<file path="src/rtl/ocp_fetch_unit.sv">
// rtl/ocp_fetch_unit.sv - pipelined OCP instruction-fetch master with address-tagged word FIFO
module ocp_fetch_unit #(
    parameter int                    ADDR_WIDTH = 32,
    parameter int                    DATA_WIDTH = 32,
    parameter int                    BEN_WIDTH  = 4,
    parameter int                    FIFO_N2    = 2,
    parameter logic [ADDR_WIDTH-1:0] RESET_ADDR = '0
) (
    input  logic                  clk,
    input  logic                  rst,
    input  logic                  i_redirect,
    input  logic [ADDR_WIDTH-1:0] i_redirect_addr,
    output logic [ADDR_WIDTH-1:0] o_MAddr,
    output logic [2:0]            o_MCmd,
    output logic [DATA_WIDTH-1:0] o_MData,
    output logic [BEN_WIDTH-1:0]  o_MByteEn,
    input  logic                  i_SCmdAccept,
    input  logic [DATA_WIDTH-1:0] i_SData,
    input  logic [1:0]            i_SResp,
    output logic                  o_instr_valid,
    output logic [DATA_WIDTH-1:0] o_instr,
    output logic [ADDR_WIDTH-1:0] o_instr_addr,
    input  logic                  i_instr_ready,
    output logic                  o_bus_err
);

    localparam int           DEPTH   = 2 ** FIFO_N2;
    localparam int           CW      = FIFO_N2 + 1;
    localparam logic [CW:0]  DEPTH_C = (CW + 1)'(DEPTH);

    localparam logic [2:0]   CMD_IDLE = 3'b000;
    localparam logic [2:0]   CMD_RD   = 3'b010;
    localparam logic [1:0]   RESP_DVA = 2'b01;
    localparam logic [1:0]   RESP_ERR = 2'b11;

    localparam logic [ADDR_WIDTH-1:0] WORD_STEP  = ADDR_WIDTH'(4);
    localparam logic [ADDR_WIDTH-1:0] ALIGN_MASK = ~ADDR_WIDTH'(3);

    // Fetch and response address counters
    logic [ADDR_WIDTH-1:0] pc;
    logic [ADDR_WIDTH-1:0] rsp_pc;

    // Reads accepted but not yet answered, and how many of those belong to a stale stream
    logic [CW-1:0]         outstanding;
    logic [CW-1:0]         discard;
    logic                  bus_err;

    // Word FIFO: data and its fetch address share pointers
    logic [DATA_WIDTH-1:0] data_mem [DEPTH];
    logic [ADDR_WIDTH-1:0] addr_mem [DEPTH];
    logic [FIFO_N2-1:0]    wr_ptr;
    logic [FIFO_N2-1:0]    rd_ptr;
    logic [CW-1:0]         fifo_count;

    logic                  rd_ok;
    logic                  accept;
    logic                  resp;
    logic                  push;
    logic                  pop;
    logic [CW:0]           credit_used;
    logic [CW-1:0]         out_next;
    logic [ADDR_WIDTH-1:0] redirect_pc;

    // Issue decision and per-cycle handshake events; a read is requested only while
    // buffered plus in-flight words leave room, so every response has a FIFO slot.
    // rst gates the command so nothing is requested while the shared slave is in reset.
    always_comb begin
        credit_used = {1'b0, fifo_count} + {1'b0, outstanding};
        rd_ok       = !rst && !bus_err && (credit_used < DEPTH_C);
        accept      = rd_ok && i_SCmdAccept;
        resp        = (i_SResp != 2'b00);
        pop         = (fifo_count != '0) && i_instr_ready;
        push        = !i_redirect && resp && (discard == '0) && (i_SResp == RESP_DVA);
        out_next    = outstanding + CW'(accept) - CW'(resp);
        redirect_pc = i_redirect_addr & ALIGN_MASK;
    end

    // Control state: pc, response tracking, FIFO pointers, sticky error
    always_ff @(posedge clk) begin
        if (rst) begin
            pc          <= RESET_ADDR;
            rsp_pc      <= RESET_ADDR;
            outstanding <= '0;
            discard     <= '0;
            bus_err     <= 1'b0;
            wr_ptr      <= '0;
            rd_ptr      <= '0;
            fifo_count  <= '0;
        end else begin
            outstanding <= out_next;
            if (i_redirect) begin
                // Everything still in flight, including this cycle's accept, is stale
                pc         <= redirect_pc;
                rsp_pc     <= redirect_pc;
                discard    <= out_next;
                bus_err    <= 1'b0;
                wr_ptr     <= '0;
                rd_ptr     <= '0;
                fifo_count <= '0;
            end else begin
                if (accept) begin
                    pc <= pc + WORD_STEP;
                end
                if (resp) begin
                    if (discard != '0) begin
                        discard <= discard - CW'(1);
                    end else if (i_SResp == RESP_DVA) begin
                        rsp_pc <= rsp_pc + WORD_STEP;
                    end else if (i_SResp == RESP_ERR) begin
                        bus_err <= 1'b1;
                    end
                end
                if (push) begin
                    wr_ptr <= wr_ptr + FIFO_N2'(1);
                end
                if (pop) begin
                    rd_ptr <= rd_ptr + FIFO_N2'(1);
                end
                fifo_count <= fifo_count + CW'(push) - CW'(pop);
            end
        end
    end

    // FIFO storage write; contents need no reset since fifo_count qualifies them
    always_ff @(posedge clk) begin
        if (push) begin
            data_mem[wr_ptr] <= i_SData;
            addr_mem[wr_ptr] <= rsp_pc;
        end
    end

    assign o_MAddr       = pc;
    assign o_MCmd        = rd_ok ? CMD_RD : CMD_IDLE;
    assign o_MData       = '0;
    assign o_MByteEn     = '1;
    assign o_instr_valid = (fifo_count != '0);
    assign o_instr       = data_mem[rd_ptr];
    assign o_instr_addr  = addr_mem[rd_ptr];
    assign o_bus_err     = bus_err;

endmodule

</file>
<file path="config.mk">
export PLATFORM = sky130hd
export DESIGN_NAME = ocp_fetch_unit
export DESIGN_NICKNAME = d
export VERILOG_FILES = /design/src/rtl/ocp_fetch_unit.sv
export SDC_FILE = /design/constraint.sdc
export NUM_CORES = 1
export LEC_CHECK = 0
export ABC_AREA = 1
export CORE_MARGIN = 8
export CORE_UTILIZATION = 59
export CTS_CLUSTER_DIAMETER = 40
export CTS_CLUSTER_SIZE = 25
export DETAILED_ROUTE_END_ITERATION = 12
export PLACE_DENSITY = 0.93
export SLEW_MARGIN = 15
export SYNTH_ARGS = -nofsm -noshare
export SYNTH_HDL_FRONTEND = slang
export SYNTH_SLANG_ARGS = --single-unit
</file>
<file path="constraint.sdc">
create_clock -name clk -period 7.52 [get_ports clk]
set_input_delay 0.752 -clock clk [delete_from_list [all_inputs] [get_ports clk]]
set_output_delay 0.752 -clock clk [all_outputs]
set_load 0.02 [all_outputs]
</file>
Word-level counts from Yosys, hierarchy flattened. Memories as Yosys holds them, arrays and structs flattened. A register that Yosys moved wholly into a read port is not among the register bits. Index checks and enable logic that the tools add are counted.

Register bits: 78. Bits in writable memories: 256. Input bits: 71. Memories: 2.

Memories: addr_mem (words 4, bits a word 32, read ports 1, clocked after Yosys merged registers in 1, write ports 1, RTL line 50) `logic [ADDR_WIDTH-1:0] addr_mem [DEPTH];`; data_mem (words 4, bits a word 32, read ports 1, clocked after Yosys merged registers in 1, write ports 1, RTL line 49) `logic [DATA_WIDTH-1:0] data_mem [DEPTH];`.

Add/sub/neg operators: 10. Magnitude comparators: 1. Eq/ne operators: 3. Multiplexer cells: 16. Bitwise gates (word level): 2. Reductions and logical operators: 23.

Operator list (count): $mux 32 (6); $add 32x3->32 const B (2); $mux 2 (5); $reduce_bool 2->1 (5); $mux 3 (3); $logic_and 1x1->1 (7); $add 3x1->3 (2); $reduce_and 3->1 (2); $reduce_bool 3->1 (2); $sub 3x1->3 (2); $add 2x1->2 const B (2); $add 3x3->4 (1); $lt 4x3->1 const B (1); $reduce_and 4->1 (1); $logic_not 1->1 (3); $logic_not 3->1 (1); $sub 3x1->3 const B (1); $eq 2x1->1 const B (1); $eq 2x2->1 const B (1); $mux 1 (2); $ne 2x2->1 const B (1); $not 1->1 (2); $reduce_and 2->1 (1); $reduce_or 2->1 (1).

Longest topological paths before layout. Gate-level depths: netlist (run 1).

Word-level depth: 7. Depth in mapped cells: 14.

Worst setup path after synthesis (run 1). OpenSTA, ideal clock, no wires.

Kind: input to register. From: input i_SResp[1]. To: memory addr_mem[0][10], enable pin. Arrival: 3.929 ns. Required time: 7.038 ns. Setup slack: 3.109 ns. Stages: 4. Path buffers: 0. Cells stage by stage: nand3b_2 nor2_1 inv_1 nor2_1.

Cells in the longest elaborated chain, start to end: 6. Elaborated cells on any way between the ends: 7. Classes of those cells: eq/ne: 1; mux: 2; reduce/logical: 4.

Ends and longest elaborated chain: from (decl) (RTL line 19) `input logic [1:0] i_SResp,`; $reduce_bool 2->1 (RTL line 71) `resp = (i_SResp != 2'b00);`; $logic_and 1x1->1 (2 in series) (RTL line 73) `push = !i_redirect && resp && (discard == '0) && (i_SResp == RESP_DVA);`; $logic_and 1x1->1 * (RTL line 73); $mux 1 * (RTL line 126) `if (push) begin`; $mux 1 (not written as such) * (RTL line 128) `addr_mem[wr_ptr] <= rsp_pc;`; to (decl) (RTL line 50).

Mark *: on every way between the ends. The rest lies on a longest branch, timed or not.

Worst setup path in the final report (run 1).
From: input i_SResp[1]. To: memory data_mem[2][16], enable pin.

Cells in the longest elaborated chain, start to end: 6. Elaborated cells on any way between the ends: 7. Classes of those cells: eq/ne: 1; mux: 2; reduce/logical: 4.

Ends and longest elaborated chain: $reduce_bool 2->1 (RTL line 71); $logic_and 1x1->1 (2 in series) (RTL line 73); $logic_and 1x1->1 * (RTL line 73); $mux 1 * (RTL line 126); $mux 1 (not written as such) * (RTL line 127) `data_mem[wr_ptr] <= i_SData;`; to (decl) (RTL line 49).

Marked as above.

==> results of run 1 <==
-- cell usage in the layout (no fill, tap or decap), types with 3 or more instances in the layout --
cell type,netlist,layout
nand2_2,4,4
edfxtp_1,248,248
nor2_2,3,3
inv_8,0,3
clkinv_4,0,3
clkbuf_16,0,37
a31oi_1,7,7
o22ai_1,63,63
nand3_1,86,86
inv_1,104,103
nand3b_1,4,4
dfxtp_1,76,74
clkinv_1,0,4
inv_6,0,8
a21boi_0,3,3
clkinv_8,0,3
o211ai_1,8,8
bufinv_16,0,4
ha_1,14,14
nor2_1,241,237
a21oi_1,65,65
xor2_1,6,6
nor2_4,4,8
o21ai_0,150,150
xnor2_1,6,6
nand2_1,246,246
o21a_1,11,11
conb_1,2,42
clkdlybuf4s50_1,0,161
o21bai_1,8,8
buf_4,46,10
-- layer usage --
metal / global-route usage / share of wire
met3: 0.0549 / 0.10
met1: 0.292 / 0.39
met4: 0.0704 / 0.023
met5: 0 / 0
met2: 0.401 / 0.49
-- path summary, 6_finish.rpt --
check	from	endpoint	slack (ps)	cells after the start
worst max-delay path	i_SResp[1]	data_mem[2][16]	3450	6
worst min-delay path	rd_ptr[1]	flop	470	2
worst max register to register	discard[0]	data_mem[2][16]	3520	9
worst min register to register	rd_ptr[1]	flop	470	2
-- power by group through the flow --
stage	combinational, mW	clock (mW)	sequential, mW
floorplan	0.263	0	2.08
global placement	0.403	0	2.08
detailed placement	0.416	0	2.08
CTS	0.420	1.85	2.04
global route	0.462	1.93	2.05
finish	0.422	1.84	2.05
-- sequential cells by signal, summed over array words and instances, names as in the netlist, 3 cells and up, named ones only --
signal       count
fifo_count       3
o_MAddr         30
discard          3
rsp_pc          30
outstanding      3
data_mem       128
addr_mem       120
-- kinds of logic after synthesis --
family          after synthesis  synth area share
buf+inv                     215            0.0705
xor+xnor                     12           0.00721
other cells                   2          0.000515
flops                       324             0.615
fa+ha+maj                    16            0.0148
compound gates              318             0.121
simple gates                600             0.171
-- area by class of cell --
cell class                      count  area [um^2]  share of cell area
Clock inverter                     28          334              0.0191
Sequential cell                   324         8970               0.512
Clock buffer                       38          940              0.0537
Tap cell                          324          405              0.0231
Multi-Input combinational cell    988         4760               0.272
Timing Repair Buffer              173         1700              0.0969
Inverter                          107          405              0.0231
-- tightest hold or removal path, cell delays in order (launching register included) --
cell	delay (ps)
dfxtp_1	300
inv_1	60
a21oi_1	70
==> qor.csv, run 1 <==
metric,value,unit
grt_max_degree,107,
syn_to_final_growth,20.2,%
yosys_warnings,0,
ys.flop_type,edfxtp_1,
clock-sinks,324,
status,completed,
p_per_area,246,nW/um^2
die_h,173,um
drive_gt1_frac,0.0609,
n_fill_cell,1657,
clockPowerShare,0.428,
setup_ws,3450,ps
worst_hold_path_type,reg -> reg,
worstPathRequired,7680,ps
yosysMostFrequentCell,edfxtp_1,
final_cell_area,17500,um^2
cp-end-kind,flop,
postSynth.asyncResetShare,0,
htree_num_levels,2,
arrival,4220,ps
die_x,173,um
post-route-util,0.720,
num-nets-final,1717,
ir_drop,0.143,mV
cts_buffer_depth,3,
p_sw_frac,0.251,
ys_types,42,
die_area,30000,um^2
synth_edf_count,248,
yosys.area.top_type,edfxtp_1,
p_leak,6.26,nW
synthCells,1487,
pin_count,208,
slowest_delay,880,ps
grt_pass1_wl,57.4,mm
yosysSeqAreaShare,0.615,
fmax,0.246,GHz
cts_buffers,36,
dpl.hpwl,23.3,mm
yosys.area.top_type_share,0.511,
cts_root_buf,clkbuf_16,
post_cts_buffers,0,
fin_crit,4070,ps
final.setup.tns,0,ps
p_switching,1.08,mW
fin_skew,18.9,ps
dp_cells,1916,
cp_max_fo,33,
place_congestion,0.943,
dr_total_vias,11388,
drt-pass1-iter-count,5,
ant_nets,0,
crit_path_cell_trace,clkdlybuf4s50_1 -> nand3b_2 -> nor2_1 -> inv_1 -> nor2_4 -> buf_4,
power.internal,3.23,mW
seqPwrFrac,0.475,
grt_usage,0.234,
drv_slew,0,
synthTopCellsByCount,"248 x edfxtp_1, 246 x nand2_1, 241 x nor2_1, 150 x o21ai_0, 104 x inv_1",
max-slew-margin-rel,0.320,
rsz0062_at_grt,no,
ys_ff_latch,324,
critPathLaunchType,input port,
post_cts_resized,0,
crit_slowest_cell,nor2_4,
core_area,24300,um^2
cts_hold_buf,0,
comb_power_share,0.098,
grt_pass1_vias,11089,
grt_overflow,0,
synth_area,14600,um^2
antenna_found_initial,0,
dpl_cell_area,16200,um^2
avgSynthCellArea,9.80,um^2
insertion_delay,520,ps
insertedDiodeCount,0,
synthTopCellsByArea,"edfxtp_1 51%, dfxtp_1 10%, nand2_1 6.3%, nor2_1 6.2%, o21ai_0 5.2%",
setup.worst_path.class,in -> reg,
crit_family,simple AND/OR/NAND/NOR gates,
finalHoldViolations,0,
totalWireLength,36.4,mm
hold_slack,474,ps
cts_tree,built,
initial_utilization,0.599,
fin_cells,1982,
drc,0,
first_iter_violations,1294,
io_buffers,163,
cts.clk_slew.worst_paths,60,ps
worst_slew_pin_slew,1020,ps
setup_violations,0,
cp_num_buf_inv,3,
cap_violations,0,
wl_per_cell,18.4,um
drt-vias-per-instance,5.75,
p_total,4.31,mW
fin_crit_sh,0.541,
placementRows,57,
pre_cts_ws,2910,ps
Note: power is estimated with default switching activity, not from simulation.
==> run 2: changes to the inputs <==
- CORE_UTILIZATION: 59 -> 55
- PLACE_DENSITY: 0.93 -> 0.88
- clock period: 7.52 -> 4 ns (I/O delays scaled with it)
==> qor.csv, run 2 (synthesized netlist as in run 1, its figures left out) <==
metric,value,unit,change
die_x,179,um,+3.2%
insertion_delay,520,ps,about the same
post_cts_resized,0,,unchanged
placementRows,59,,+3.5%
p_leak,6.32,nW,+0.93%
max-slew-margin-rel,0.315,,-0.00526
rsz0062_at_grt,no,,
drt-vias-per-instance,5.67,,-1.3%
ir_drop,0.343,mV,+140%
p_per_area,461,nW/um^2,+87%
final_cell_area,17700,um^2,+0.92%
drive_gt1_frac,0.0660,,+0.00511
fmax,0.304,GHz,
hold_slack,258,ps,-215 ps
initial_utilization,0.559,,-0.0400
setup_violations,0,,unchanged
layout_commonest_cell,edfxtp_1,,
antenna_found_initial,0,,unchanged
worstPathRequired,3600,ps,-4080 ps
grt_overflow,0,,unchanged
fin_skew,9.48,ps,-9.46 ps
place_congestion,0.914,,-3.1%
clock-sinks,324,,unchanged
largest_reg_flops,128,,unchanged
worst_hold_path_type,in -> reg,,
final_cell_mix,"248 x edfxtp_1, 246 x nand2_1, 237 x nor2_1",,
cts_hold_buf,0,,unchanged
cp-end-kind,output pin,,
cap_violations,0,,unchanged
critPathLaunchType,flop,,
insertedDiodeCount,0,,unchanged
n_fill_cell,1875,,+13%
post_cts_buffers,0,,unchanged
first_iter_violations,1083,,-16%
grt_usage,0.222,,-0.0124
wl_per_cell,18.3,um,-0.51%
reg_top3,"data_mem x128, addr_mem x120",,
fin_crit_sh,0.823,,
pin_count,208,,unchanged
grt_max_degree,83,,-22%
num-nets-final,1724,,+0.41%
cts_buffers,37,,+2.8%
htree_num_levels,2,,unchanged
die_h,179,um,+3.2%
dr_total_vias,11343,,-0.40%
drv_slew,0,,unchanged
status,completed,,
finalHoldViolations,0,,unchanged
cts_tree,built,,
cts.clk_slew.worst_paths,60,ps,about the same
multiInputGateArea,4760,um^2,unchanged
syn_to_final_growth,21.3,%,
grt_pass1_wl,56.5,mm,-1.6%
drt-pass1-iter-count,8,,+3
fin_crit,3290,ps,
io_buffers,163,,unchanged
totalWireLength,36.6,mm,+0.44%
ff_latch_area,8970,um^2,unchanged
worst_slew_pin_slew,1030,ps,+7.88 ps
p_total,8.15,mW,+89%
die_area,32000,um^2,+6.6%
cp_max_fo,57,,+73%
setup.worst_path.class,reg -> out,,
dpl.hpwl,23.4,mm,+0.55%
grt_pass1_vias,11164,,+0.68%
final.setup.tns,0,ps,unchanged
ant_nets,0,,unchanged
regMostFlops,data_mem,,
cts_buffer_depth,3,,unchanged
cts_root_buf,clkbuf_16,,
arrival,2890,ps,-1330 ps
core_area,26100,um^2,+7.2%
drc,0,,unchanged
dpl_cell_area,16400,um^2,+0.82%
## run 2: cell count changes in the layout (fill, tap and decap cells not counted), sizes merged
cell      delta
buf          +6
clkinv       -2
inv          +1
bufinv       -1
clkinvlp     +2
clkbuf       +2
## run 2: critical path, cell delays in order, from the launching register on
cell and delay (ps):
dfxtp_4 700, buf_4 490, o21ai_0 220, o22ai_1 270
clkdlybuf4s50_1 660
## run 2: metal layers
layer / global-route usage / share of wire / vias to the layer above
li1: - / - / 5341
met1: 0.279 / 0.39 / 5350
met2: 0.384 / 0.49 / 574
met3: 0.0394 / 0.096 / 78
met4: 0.0706 / 0.023 / 0
met5: 0 / 0 / -
## run 2: report_power, final
group	internal (mW)	switching [mW]	leakage (nW)	total [mW]
Combinational	0.316	0.482	2.82	0.798
Sequential	3.73	0.118	2.88	3.85
Clock	2.05	1.46	0.627	3.50
Total	6.09	2.06	6.32	8.15
## run 2: worst paths after layout
path                            cells after the start  slack, ps            end        from
worst max-delay path                                4        710     o_instr[8]        flop
worst min register to register                      1        480           flop   rd_ptr[0]
worst min-delay path                                4        260     o_MAddr[3]         rst
worst max register to register                     14       1170  fifo_count[2]  discard[0]
## run 2: cell type report
cell class | instances | area share
tap | 335 | 0.0237
clock buffer | 40 | 0.0554
sequential | 324 | 0.508
clock inverter | 28 | 0.0182
timing repair buffer | 179 | 0.103
inverter | 107 | 0.0229
multi-input combinational | 988 | 0.269
## run 2: through the flow
| stage | setup slack (ps) | util | std cells |
|---|---|---|---|
| 6_report | 709 | 0.678 | 2001 |
| 5_1_grt | 543 | 0.678 | 2001 |
| 4_1_cts | 713 | 0.678 | 2001 |
| 3_5_place_dp | 964 | 0.628 | 1933 |
| 3_3_place_gp | 1010 | 0.628 | 1933 |
| 2_1_floorplan | -217 | - | 1527 |
==> run 3: changes to the inputs <==
- CORE_UTILIZATION: 55 -> 50
- PLACE_DENSITY: 0.88 -> 0.85
- clock period: 4 -> 3 ns (I/O delays scaled with it)
==> qor.csv, run 3 (synthesized netlist as in run 1, its figures left out) <==
metric,value,unit,change
p_leak,6.38,nW,+0.89%
drc,0,,unchanged
final_cell_mix,"248 x edfxtp_1, 246 x nand2_1, 237 x nor2_1",,
rrSetupSlack,420,ps,-750 ps
reg2reg_from,fifo_count[2],,
layout_commonest_cell,edfxtp_1,,
grt_pass1_wl,56.5,mm,about the same
clockPowerShare,0.439,,+0.009
cts_root_buf,clkbuf_16,,
p_per_area,619,nW/um^2,+34%
p_switching,2.79,mW,+36%
slowest_delay,670,ps,-30 ps
dpl_cell_area,16500,um^2,+0.59%
grt_usage,0.198,,-0.0243
regMostFlops,data_mem,,
wl_per_cell,17.6,um,-3.8%
post-route-util,0.621,,-0.0571
largest_reg_flops,128,,unchanged
ant_nets,0,,unchanged
worstSetupEndpoint,o_instr_addr[23],,
grt_overflow,0,,unchanged
insertion_delay,530,ps,about the same
num-nets-final,1730,,+0.35%
critPathLaunchType,flop,,
p_sw_frac,0.253,,+0.000655
clock-sinks,324,,unchanged
fin_cells,2059,,+2.9%
finalHoldViolations,0,,unchanged
pre_cts_ws,334,ps,-630 ps
cts_buffers,40,,+8.1%
post_cts_buffers,0,,unchanged
grt_pass1_vias,10934,,-2.1%
max-slew-margin-rel,0.578,,+0.263
place_congestion,0.929,,+1.6%
drive_gt1_frac,0.0716,,+0.00562
worst_hold_path_type,in -> reg,,
first_iter_violations,876,,-19%
reg_top3,"data_mem x128, addr_mem x120",,
cts_tree,built,,
insertedDiodeCount,0,,unchanged
fin_crit_sh,0.937,,
totalWireLength,36.2,mm,-1.0%
dp_cells,1985,,+2.7%
status,completed,,
ff_latch_area,8970,um^2,unchanged
die_x,187,um,+4.4%
use_met1,0.248,,-0.0314
multiInputGateArea,4760,um^2,unchanged
setup_ws,189,ps,-521 ps
syn_to_final_growth,22.3,%,
rsz0062_at_grt,no,,
arrival,2510,ps,-380 ps
drt-vias-per-instance,5.48,,-3.3%
power.internal,8.25,mW,+35%
fin_crit,2810,ps,
cap_violations,0,,unchanged
dpl.hpwl,23.4,mm,-0.18%
comb_power_share,0.097,,about the same
crit_path_cell_trace,buf_12 -> o21ai_0 -> o22ai_1 -> clkdlybuf4s50_1,,
worst_slew_pin_slew,633,ps,-392 ps
rr_worst_depth,13,,-1
initial_utilization,0.508,,-0.0515
fmax,0.356,GHz,
placementRows,62,,+5.1%
setup_violations,0,,unchanged
cts_hold_buf,0,,unchanged
drt-pass1-iter-count,5,,-3
final_cell_area,17800,um^2,+0.88%
met3_usage,0.0481,,+0.00871
cp-end-kind,output pin,,
reg2reg_to,discard[2],,
antenna_found_initial,0,,unchanged
crit_slowest_cell,clkdlybuf4s50_1,,
cp_max_fo,124,,+120%
pin_count,208,,unchanged
grt_max_degree,125,,+51%
setup.worst_path.class,reg -> out,,
die_h,187,um,+4.4%
worstPathRequired,2700,ps,-900 ps
die_area,34900,um^2,+9.1%
fin_skew,28.4,ps,+18.9 ps
core_area,28700,um^2,+10%
dr_total_vias,11288,,-0.48%
io_buffers,163,,unchanged
cts_buffer_depth,3,,unchanged
seqPwrFrac,0.464,,-0.008
busiest_layer,met2,,
grt_use_met2,0.335,,-0.0489
p_total,11.0,mW,+36%
cts.clk_slew.worst_paths,60,ps,about the same
drv_slew,0,,unchanged
ir_drop,0.374,mV,+9.0%
htree_num_levels,2,,unchanged
n_fill_cell,2259,,+20%
[run 3: how the worst min path moves through the flow]
stage,start,endpoint,slack [ps],depth (start not counted)
floorplan,i_SData[0],data_mem[0][0],400,0
global placement,rd_ptr[1],flop,440,2
detailed placement,rd_ptr[1],flop,470,2
CTS,rst,o_MAddr[3],150,4
global route,rst,rsp_pc[10],180,4
finish,rst,o_MAddr[3],150,4
[run 3: metal layers]
layer	vias to the layer above	share of wire
li1	5345	-
met1	5376	0.41
met2	500	0.48
met3	67	0.089
met4	0	0.023
met5	-	0
[run 3: power by group through the flow]
stage | logic, mW | registers (mW) | clock network (mW)
3_5_place_dp | 1.07 | 5.21 | 0
2_1_floorplan | 0.661 | 5.20 | 0
6_report | 1.08 | 5.12 | 4.85
4_1_cts | 1.08 | 5.12 | 4.89
3_3_place_gp | 1.04 | 5.20 | 0
5_1_grt | 1.17 | 5.14 | 5.09
[run 3: cell type report]
cell class | count | share of cell area
Multi-Input combinational cell | 988 | 0.267
Tap cell | 384 | 0.0269
Timing Repair Buffer | 182 | 0.104
Sequential cell | 324 | 0.503
Clock buffer | 42 | 0.0578
Inverter | 107 | 0.0228
Clock inverter | 32 | 0.0185
[run 3: critical path: cells and delay by family, from the launching register on]
family	cells	cell delay, ps
buffers and inverters	2	1030
flip-flops	1	370
AO/OA/AOI/OAI	2	470
[run 3: timing repair]
action                                  in CTS  in global routing
endpoints found under the setup margin       0                  1
resized for setup                            0                  1
hold endpoints to repair                     0                  0
[run 3: through the flow]
stage,setup TNS (ps),hold slack [ps]
2_1_floorplan,-51750,399
3_3_place_gp,0,442
3_5_place_dp,0,465
4_1_cts,0,147
5_1_grt,0,179
6_report,0,154
